File: src/rtl/token_lexer_if.sv
// Byte-in / token-out handshake bundle for token_lexer.
// master drives bytes and pops tokens; slave is the lexer.
interface token_lexer_if #(parameter int NUM_W = 8);
  logic             I_VALID;
  logic             I_READY;
  logic [7:0]       I_DATA;
  logic             O_VALID;
  logic             O_READY;
  logic [7:0]       O_KIND;
  logic [NUM_W-1:0] O_VALUE;

  modport master (
    output I_VALID, I_DATA, O_READY,
    input  I_READY, O_VALID, O_KIND, O_VALUE
  );

  modport slave (
    input  I_VALID, I_DATA, O_READY,
    output I_READY, O_VALID, O_KIND, O_VALUE
  );
endinterface

File: src/rtl/token_lexer.sv
// Streaming ASCII lexer producing (kind, value) tokens through a small output FIFO.
// Define LEXER_HEX_EN to accept "0x" prefixed hexadecimal numbers.
//
// state  | meaning
// S_IDLE | between tokens, skipping delimiters
// S_NUM  | accumulating a decimal (or hex) number
// S_WORD | collecting word chars into the buffer
// S_BAD  | token already known to be UNKNOWN, absorbing to terminator
// S_PEND | terminating punct still has to be pushed
// S_EOF  | EOF pushed, input closed until RST
module token_lexer #(
  parameter int MAX_LEN    = 8,
  parameter int NUM_W      = 8,
  parameter int FIFO_DEPTH = 4
) (
  input  logic         CLK,
  input  logic         RST,
  token_lexer_if.slave bus,
  output logic         FOUND_EOF
);
  typedef enum logic [2:0] {S_IDLE, S_NUM, S_WORD, S_BAD, S_PEND, S_EOF} state_t;

  localparam logic [7:0] K_NUM = 8'h00, K_OUT = 8'h01, K_VAR_A = 8'h02, K_EQUAL = 8'h03;
  localparam logic [7:0] K_VAR_B = 8'h04, K_VAR_C = 8'h05, K_IF = 8'h06, K_LP = 8'h07;
  localparam logic [7:0] K_RP = 8'h08, K_PLUS = 8'h09, K_MINUS = 8'h0A, K_SEMI = 8'h0B;
  localparam logic [7:0] K_EOF = 8'h0C, K_UNK = 8'hFF;

  localparam int ACC_W = NUM_W + 4;
  localparam int BUF_W = MAX_LEN * 8;
  localparam int LEN_W = $clog2(MAX_LEN + 2);
  localparam int PTR_W = $clog2(FIFO_DEPTH);
  localparam logic [ACC_W-1:0] MAX_VAL = {4'b0, {NUM_W{1'b1}}};
  localparam logic [LEN_W-1:0] LEN_SAT = LEN_W'(MAX_LEN + 1);

  state_t           state, state_nxt;
  logic [ACC_W-1:0] acc, acc_nxt, acc_calc;
  logic [BUF_W-1:0] wbuf, wbuf_nxt;
  logic [LEN_W-1:0] len, len_nxt;
  logic [7:0]       pend_kind, pend_nxt;
  logic             found_eof_q, eof_set;

  logic [7:0]       fifo_kind [FIFO_DEPTH];
  logic [NUM_W-1:0] fifo_val  [FIFO_DEPTH];
  logic [PTR_W-1:0] wr_ptr, rd_ptr;
  logic [PTR_W:0]   count;
  logic             full, xfer, pop, push;
  logic [7:0]       push_kind;
  logic [NUM_W-1:0] push_val;

  logic [7:0]       c, punct_kind, word_kind, term_kind;
  logic [NUM_W-1:0] term_val;
  logic [3:0]       dval;
  logic             is_delim, is_punct, is_digit, num_digit, hex_switch;
`ifdef LEXER_HEX_EN
  logic             hex, hex_nxt, is_hex_digit;
`endif

  assign c        = bus.I_DATA;
  assign is_delim = c inside {8'h09, 8'h0A, 8'h0D, 8'h20, 8'h00, 8'hFF};
  assign is_digit = (c >= 8'h30) && (c <= 8'h39);
  // letters a-f / A-F carry value-9 in their low nibble
  assign dval     = (c >= 8'h41) ? c[3:0] + 4'd9 : c[3:0];
`ifdef LEXER_HEX_EN
  assign is_hex_digit = is_digit || (c >= 8'h61 && c <= 8'h66) || (c >= 8'h41 && c <= 8'h46);
`endif

  always_comb begin
    punct_kind = K_UNK;
    is_punct   = 1'b1;
    case (c)
      8'h28:   punct_kind = K_LP;
      8'h29:   punct_kind = K_RP;
      8'h3D:   punct_kind = K_EQUAL;
      8'h2B:   punct_kind = K_PLUS;
      8'h2D:   punct_kind = K_MINUS;
      8'h3B:   punct_kind = K_SEMI;
      default: is_punct = 1'b0;
    endcase
  end

  // buffer holds the most recent chars, first char in the highest used byte
  always_comb begin
    word_kind = K_UNK;
    if (len == LEN_W'(1) && wbuf[7:0] == 8'h61) word_kind = K_VAR_A;
    else if (len == LEN_W'(1) && wbuf[7:0] == 8'h62) word_kind = K_VAR_B;
    else if (len == LEN_W'(1) && wbuf[7:0] == 8'h63) word_kind = K_VAR_C;
    else if (len == LEN_W'(2) && wbuf[15:0] == 16'h6966) word_kind = K_IF;
    else if (len == LEN_W'(3) && wbuf[23:0] == 24'h6F7574) word_kind = K_OUT;
    else if (len == LEN_W'(3) && wbuf[23:0] == 24'h454F46) word_kind = K_EOF;
  end

  always_comb begin
    term_kind = K_UNK;
    term_val  = '0;
    if (state == S_NUM) begin
      term_kind = K_NUM;
      term_val  = acc[NUM_W-1:0];
`ifdef LEXER_HEX_EN
      if (hex && len == '0) begin
        term_kind = K_UNK;
        term_val  = '0;
      end
`endif
    end else if (state == S_WORD) begin
      term_kind = word_kind;
    end
  end

  assign full        = (count == (PTR_W+1)'(FIFO_DEPTH));
  assign bus.I_READY = !RST && state != S_PEND && state != S_EOF && !full;
  assign xfer        = bus.I_VALID && bus.I_READY;
  assign bus.O_VALID = !RST && count != '0;
  assign pop         = bus.O_VALID && bus.O_READY;
  assign bus.O_KIND  = bus.O_VALID ? fifo_kind[rd_ptr] : 8'h00;
  assign bus.O_VALUE = bus.O_VALID ? fifo_val[rd_ptr] : '0;
  assign FOUND_EOF   = !RST && found_eof_q;

  always_comb begin
    state_nxt  = state;
    acc_nxt    = acc;
    wbuf_nxt   = wbuf;
    len_nxt    = len;
    pend_nxt   = pend_kind;
    push       = 1'b0;
    push_kind  = K_NUM;
    push_val   = '0;
    eof_set    = 1'b0;
    hex_switch = 1'b0;
    num_digit  = is_digit;
`ifdef LEXER_HEX_EN
    hex_nxt    = hex;
    hex_switch = !hex && acc == '0 && len == LEN_W'(1) && c == 8'h78;
    if (hex) num_digit = is_hex_digit;
    acc_calc   = hex ? (acc << 4) + ACC_W'(dval) : (acc << 3) + (acc << 1) + ACC_W'(dval);
`else
    acc_calc   = (acc << 3) + (acc << 1) + ACC_W'(dval);
`endif
    case (state)
      S_PEND: begin
        if (!full) begin
          push      = 1'b1;
          push_kind = pend_kind;
          state_nxt = S_IDLE;
        end
      end
      S_EOF: ;
      default: begin
        if (xfer) begin
          if ((is_delim || is_punct) && state != S_IDLE) begin
            push      = 1'b1;
            push_kind = term_kind;
            push_val  = term_val;
            if (term_kind == K_EOF) begin
              eof_set   = 1'b1;
              state_nxt = S_EOF;
            end else if (is_punct) begin
              pend_nxt  = punct_kind;
              state_nxt = S_PEND;
            end else begin
              state_nxt = S_IDLE;
            end
          end else begin
            case (state)
              S_IDLE: begin
                if (is_punct) begin
                  push      = 1'b1;
                  push_kind = punct_kind;
                end else if (is_digit) begin
                  acc_nxt   = ACC_W'(dval);
                  len_nxt   = LEN_W'(1);
                  state_nxt = S_NUM;
`ifdef LEXER_HEX_EN
                  hex_nxt   = 1'b0;
`endif
                end else if (!is_delim) begin
                  wbuf_nxt  = {{(BUF_W-8){1'b0}}, c};
                  len_nxt   = LEN_W'(1);
                  state_nxt = S_WORD;
                end
              end
              S_NUM: begin
                if (hex_switch) begin
`ifdef LEXER_HEX_EN
                  hex_nxt = 1'b1;
`endif
                  len_nxt = '0;
                end else if (num_digit && acc_calc <= MAX_VAL) begin
                  acc_nxt = acc_calc;
                  if (len != LEN_SAT) len_nxt = len + LEN_W'(1);
                end else begin
                  state_nxt = S_BAD;
                end
              end
              S_WORD: begin
                wbuf_nxt = {wbuf[BUF_W-9:0], c};
                if (len != LEN_SAT) len_nxt = len + LEN_W'(1);
              end
              default: ;
            endcase
          end
        end
      end
    endcase
  end

  always_ff @(posedge CLK) begin
    if (RST) begin
      state       <= S_IDLE;
      acc         <= '0;
      wbuf        <= '0;
      len         <= '0;
      pend_kind   <= 8'h00;
      found_eof_q <= 1'b0;
      wr_ptr      <= '0;
      rd_ptr      <= '0;
      count       <= '0;
`ifdef LEXER_HEX_EN
      hex         <= 1'b0;
`endif
    end else begin
      state     <= state_nxt;
      acc       <= acc_nxt;
      wbuf      <= wbuf_nxt;
      len       <= len_nxt;
      pend_kind <= pend_nxt;
`ifdef LEXER_HEX_EN
      hex       <= hex_nxt;
`endif
      if (eof_set) found_eof_q <= 1'b1;
      if (push) wr_ptr <= wr_ptr + PTR_W'(1);
      if (pop)  rd_ptr <= rd_ptr + PTR_W'(1);
      case ({push, pop})
        2'b10:   count <= count + (PTR_W+1)'(1);
        2'b01:   count <= count - (PTR_W+1)'(1);
        default: ;
      endcase
    end
  end

  always_ff @(posedge CLK) begin
    if (push) begin
      fifo_kind[wr_ptr] <= push_kind;
      fifo_val[wr_ptr]  <= push_val;
    end
  end
endmodule

File: src/flat_wrapper.sv
// flat-port wrapper written by rule: the top's interface ports become plain ports
module token_lexer_flat 
#(
  parameter int MAX_LEN    = 8,
  parameter int NUM_W      = 8,
  parameter int FIFO_DEPTH = 4
)
  (CLK, RST, FOUND_EOF, bus_I_VALID, bus_I_DATA, bus_O_READY, bus_I_READY, bus_O_VALID, bus_O_KIND, bus_O_VALUE);
  token_lexer_if #(.NUM_W(NUM_W)) bus_i ();
  input  logic CLK;
  input  logic RST;
  output logic FOUND_EOF;
  input wire logic [$bits(bus_i.I_VALID)-1:0] bus_I_VALID;
  input wire logic [$bits(bus_i.I_DATA)-1:0] bus_I_DATA;
  input wire logic [$bits(bus_i.O_READY)-1:0] bus_O_READY;
  output wire logic [$bits(bus_i.I_READY)-1:0] bus_I_READY;
  output wire logic [$bits(bus_i.O_VALID)-1:0] bus_O_VALID;
  output wire logic [$bits(bus_i.O_KIND)-1:0] bus_O_KIND;
  output wire logic [$bits(bus_i.O_VALUE)-1:0] bus_O_VALUE;
  assign bus_i.I_VALID = bus_I_VALID;
  assign bus_i.I_DATA = bus_I_DATA;
  assign bus_i.O_READY = bus_O_READY;
  assign bus_I_READY = bus_i.I_READY;
  assign bus_O_VALID = bus_i.O_VALID;
  assign bus_O_KIND = bus_i.O_KIND;
  assign bus_O_VALUE = bus_i.O_VALUE;
  token_lexer #(.MAX_LEN(MAX_LEN), .NUM_W(NUM_W), .FIFO_DEPTH(FIFO_DEPTH)) u_core (.CLK(CLK), .RST(RST), .bus(bus_i), .FOUND_EOF(FOUND_EOF));
endmodule
File: config.mk
export PLATFORM = sky130hd
export DESIGN_NAME = token_lexer_flat
export DESIGN_NICKNAME = d
export VERILOG_FILES = /design/src/rtl/token_lexer_if.sv /design/src/rtl/token_lexer.sv /design/src/flat_wrapper.sv
export SDC_FILE = /design/constraint.sdc
export NUM_CORES = 1
export LEC_CHECK = 0
export ABC_AREA = 1
export CORE_MARGIN = 2
export CORE_UTILIZATION = 60
export DETAILED_ROUTE_END_ITERATION = 16
export DONT_BUFFER_PORTS = 1
export PLACE_DENSITY = 0.8
export SYNTH_ARGS = -nofsm -noshare
export SYNTH_HDL_FRONTEND = slang
export SYNTH_SLANG_ARGS = --single-unit
File: constraint.sdc
create_clock -name CLK -period 4.3 [get_ports CLK]
set_clock_uncertainty 0.05 [all_clocks]
set_input_delay 0.215 -clock CLK [delete_from_list [all_inputs] [get_ports CLK]]
set_output_delay 0.215 -clock CLK [all_outputs]
set_load 0.05 [all_outputs]
==> flow_metrics.py <==
metrics = {
    "cells_and_area": {
        "n_antenna_cell": 0,
        "fin_util": 0.656,
        "synthToLayoutAreaGrowth_pct": 7.08,
        "nets": 895,
        "drive_gt1_frac": 0.0820,
    },
    "hold_path": {
        "hold_path_class": "in -> reg",
        "hp-start": "bus_I_DATA[1]",
        "whs_path_depth": 2,
        "min_to": "u_core.wbuf[1]$_SDFFE_PP0P_",
    },
    "die": {
        "start_util": 0.613,
        "dieHeight_microns": 106,
        "die-area_sq_um": 11300,
        "fp.dieW_microns": 106,
        "core_area_sq_um": 10200,
        "ios": 31,
        "rows": 37,
    },
    "worst_setup_path": {
        "crit_fanout": 11,
        "worst_setup_path_end_kind": "register",
        "crit_buf_inv": 4,
        "critical_path_class": "in -> reg",
        "r2r-end": "u_core.acc[0]$_SDFFE_PP0P_",
        "crit_required_ps": 4530,
        "critPathSlowestCell": "fa_1",
        "slowest_delay_ps": 510,
        "r2r-start": "u_core.acc[0]$_SDFFE_PP0P_",
        "worstPathCellList": "nor3_1 > nand3_1 > nand2_1 > nand2_1 > o21ai_0 > inv_1 > fa_1 > inv_1 > fa_1 > inv_1 > nand3_1 > nand2_1 > nand2_1 > nand3_1 > nand2_1 > nor2_1 > nand3_1 > nand2_2 > nand2_2 > inv_2 > nand2_1 > nand2_1 > nor2_1",
        "reg2regPathDepth": 17,
        "crit_path_start_kind": "primary input",
        "regToRegSetupSlack_ps": 1270,
        "cp.arrival_ps": 3600,
        "path_delay_family": "simple AND/OR/NAND/NOR gates",
        "crit_top_cell": "nand2_1",
    },
    "synth": {
        "syn_area_sq_um": 6270,
        "yosys_most_used_dff": "dfxtp_1",
        "ys_seq_elements": 109,
        "synthesis.instances": 836,
        "synth_nets": 882,
        "synthArstFlopShare": 0,
        "ys_seq_area_frac": 0.431,
        "synth_edf_count": 52,
        "synth_cell_type_count": 46,
        "syn_avg_cell_area_sq_um": 7.50,
        "ys.warnings.count": 0,
    },
    "pwr": {
        "p_leak_nw": 2.84,
        "power_mw": 2.64,
        "power_density_nw_per_um2": 394,
        "ir_drop_uv": 254,
    },
    "sta": {
        "rsz0062_at_grt": "no",
        "fin_tns_setup_ps": 0,
        "post-route-min-period_ps": 3370,
        "max_freq_ghz": 0.296,
        "fin_crit_sh": 0.784,
        "worst_pin_slew_ps": 977,
        "slew-limit-headroom": 0.347,
        "hold_viol": 0,
        "drv_slew": 0,
        "setup_viol": 0,
    },
    "routing": {
        "topRoutingLayerUsed": "met4",
        "post_drt_via_cell_ratio": 5.43,
        "drt-wirelength-per-cell_microns": 13.8,
        "drtAntennaViolNets": 0,
        "met1_length_microns": 6110,
        "num_vias": 5373,
        "wl_microns": 13600,
        "met3_length_microns": 633,
        "drc": 0,
        "wl_met2_microns": 6710,
        "drtIter0Drc": 497,
        "first_pass_iters": 7,
    },
    "clock_tree": {
        "cts_resized": 0,
        "cts_max_path_buffers": 2,
        "clk_latency_ps": 380,
        "cts_buffers": 9,
        "cts.root.buffer_cell": "clkbuf_8",
        "cts_max_level": 3,
        "numClockSinks": 109,
        "hold_buffers": 8,
        "cts_tree": "built",
        "clkTransAtPathRegs_ps": 100,
        "post_cts_buffers": 0,
    },
    "global_route": {
        "grt_pass1_wl_microns": 22900,
        "grt_overflow_total": 0,
        "grtUsageTotal": 0.250,
        "antenna_found_initial": 0,
        "grt_pass1_vias": 5067,
        "grt_max_degree": 47,
    },
    "flow_run": {
        "cap_violations": 0,
    },
    "place": {
        "gp_congestion": 1.00,
        "port_buffers": 0,
        "dpl.hpwl_microns": 9790,
    },
    "status": {
        "status": "complete, no violations",
    },
}
==> synth_stat cells (all sizes together), types with 2 or more instances <==
master,count,area (sq um)
buf,14,113
nor2,223,857
nand3b,2,15.0
o21ai,74,374
o21a,2,15.0
inv,105,397
nand3,39,218
clkbuf,12,45.0
a21oi,37,200
o21bai,2,15.0
xor2,5,43.8
o22ai,3,18.8
o211ai,2,15.0
nand2,133,534
nor3,15,75.1
nand4,14,103
ha,31,388
edfxtp,52,1560
dfxtp,57,1140
fa,3,60.1
==> flip-flops by register name (all words and copies together), names as in the netlist, named ones only <==
name / flops
u_core.acc: 11
u_core.count: 3
u_core.fifo_kind: 20
u_core.fifo_val: 32
u_core.found_eof_q: 1
u_core.len: 4
u_core.pend_kind: 5
u_core.rd_ptr: 2
u_core.state: 3
u_core.wbuf: 24
u_core.wr_ptr: 2
==> how the worst max path moves through the flow <==
stage | start | end | slack, ps | cells past startpoint
2_1_floorplan | u_core.count[0]$_SDFFE_PP0P_ | bus_O_KIND[5] | 1000 | 6
3_3_place_gp | bus_I_DATA[4] | u_core.acc[0]$_SDFFE_PP0P_ | 820 | 23
3_5_place_dp | bus_I_DATA[4] | u_core.acc[0]$_SDFFE_PP0P_ | 590 | 23
4_1_cts | bus_I_DATA[4] | u_core.acc[0]$_SDFFE_PP0P_ | 990 | 23
5_1_grt | bus_I_DATA[4] | u_core.acc[0]$_SDFFE_PP0P_ | 580 | 23
6_report | bus_I_DATA[4] | u_core.acc[0]$_SDFFE_PP0P_ | 930 | 23
==> power breakdown <==
| part | internal [mW] | total [mW] | switching [mW] |
|---|---|---|---|
| logic | 0.233 | 0.780 | 0.547 |
| registers | 1.18 | 1.26 | 0.0778 |
| clock network | 0.239 | 0.605 | 0.366 |
| total | 1.65 | 2.64 | 0.991 |
==> metrics by stage <==
step,hold slack [ps],setup WS (ps),cells,instance area (sq um)
2_1_floorplan,243,999,836,6270
3_3_place_gp,238,823,966,6450
3_5_place_dp,238,587,966,6450
4_1_cts,0.722,986,990,6720
5_1_grt,36.3,580,990,6720
6_report,14.1,927,990,6720
==> layer usage <==
| layer | track usage | vias to the layer above |
|---|---|---|
| li1 | - | 2733 |
| met1 | 0.320 | 2474 |
| met2 | 0.445 | 147 |
| met3 | 0.0405 | 19 |
| met4 | 0.0573 | 0 |
| met5 | 0 | - |
==> layout by cell type (no fill, tap or decap), types with 8 or more instances in the layout <==
cell type        n
clkbuf_8        10
nand3_1         36
nand2_2          8
edfxtp_1        52
o21ai_0         62
dfxtp_1         57
nor2_1         215
nor2_2           8
o21ai_1         11
nor3_1          15
nand4_1         13
a21oi_1         34
buf_4           20
inv_1           99
nand2_1        123
ha_1            31
dlygate4sd3_1    8
==> cells by family after synthesis <==
group           count (synthesis)  synth area share
fa+ha+maj                      34            0.0714
xor+xnor                        5           0.00698
simple gates                  430             0.291
buf+inv                       132            0.0890
flops                         109             0.431
compound gates                126             0.110
==> layout make-up <==
cell class	count	area, sq um
Clock buffer	10	138
Clock inverter	6	52.6
Fill cell	857	3510
Inverter	106	400
Multi-Input combinational cell	595	3020
Sequential cell	109	2700
Tap cell	136	170
Timing Repair Buffer	28	230
(Power assumes the default switching activity.)
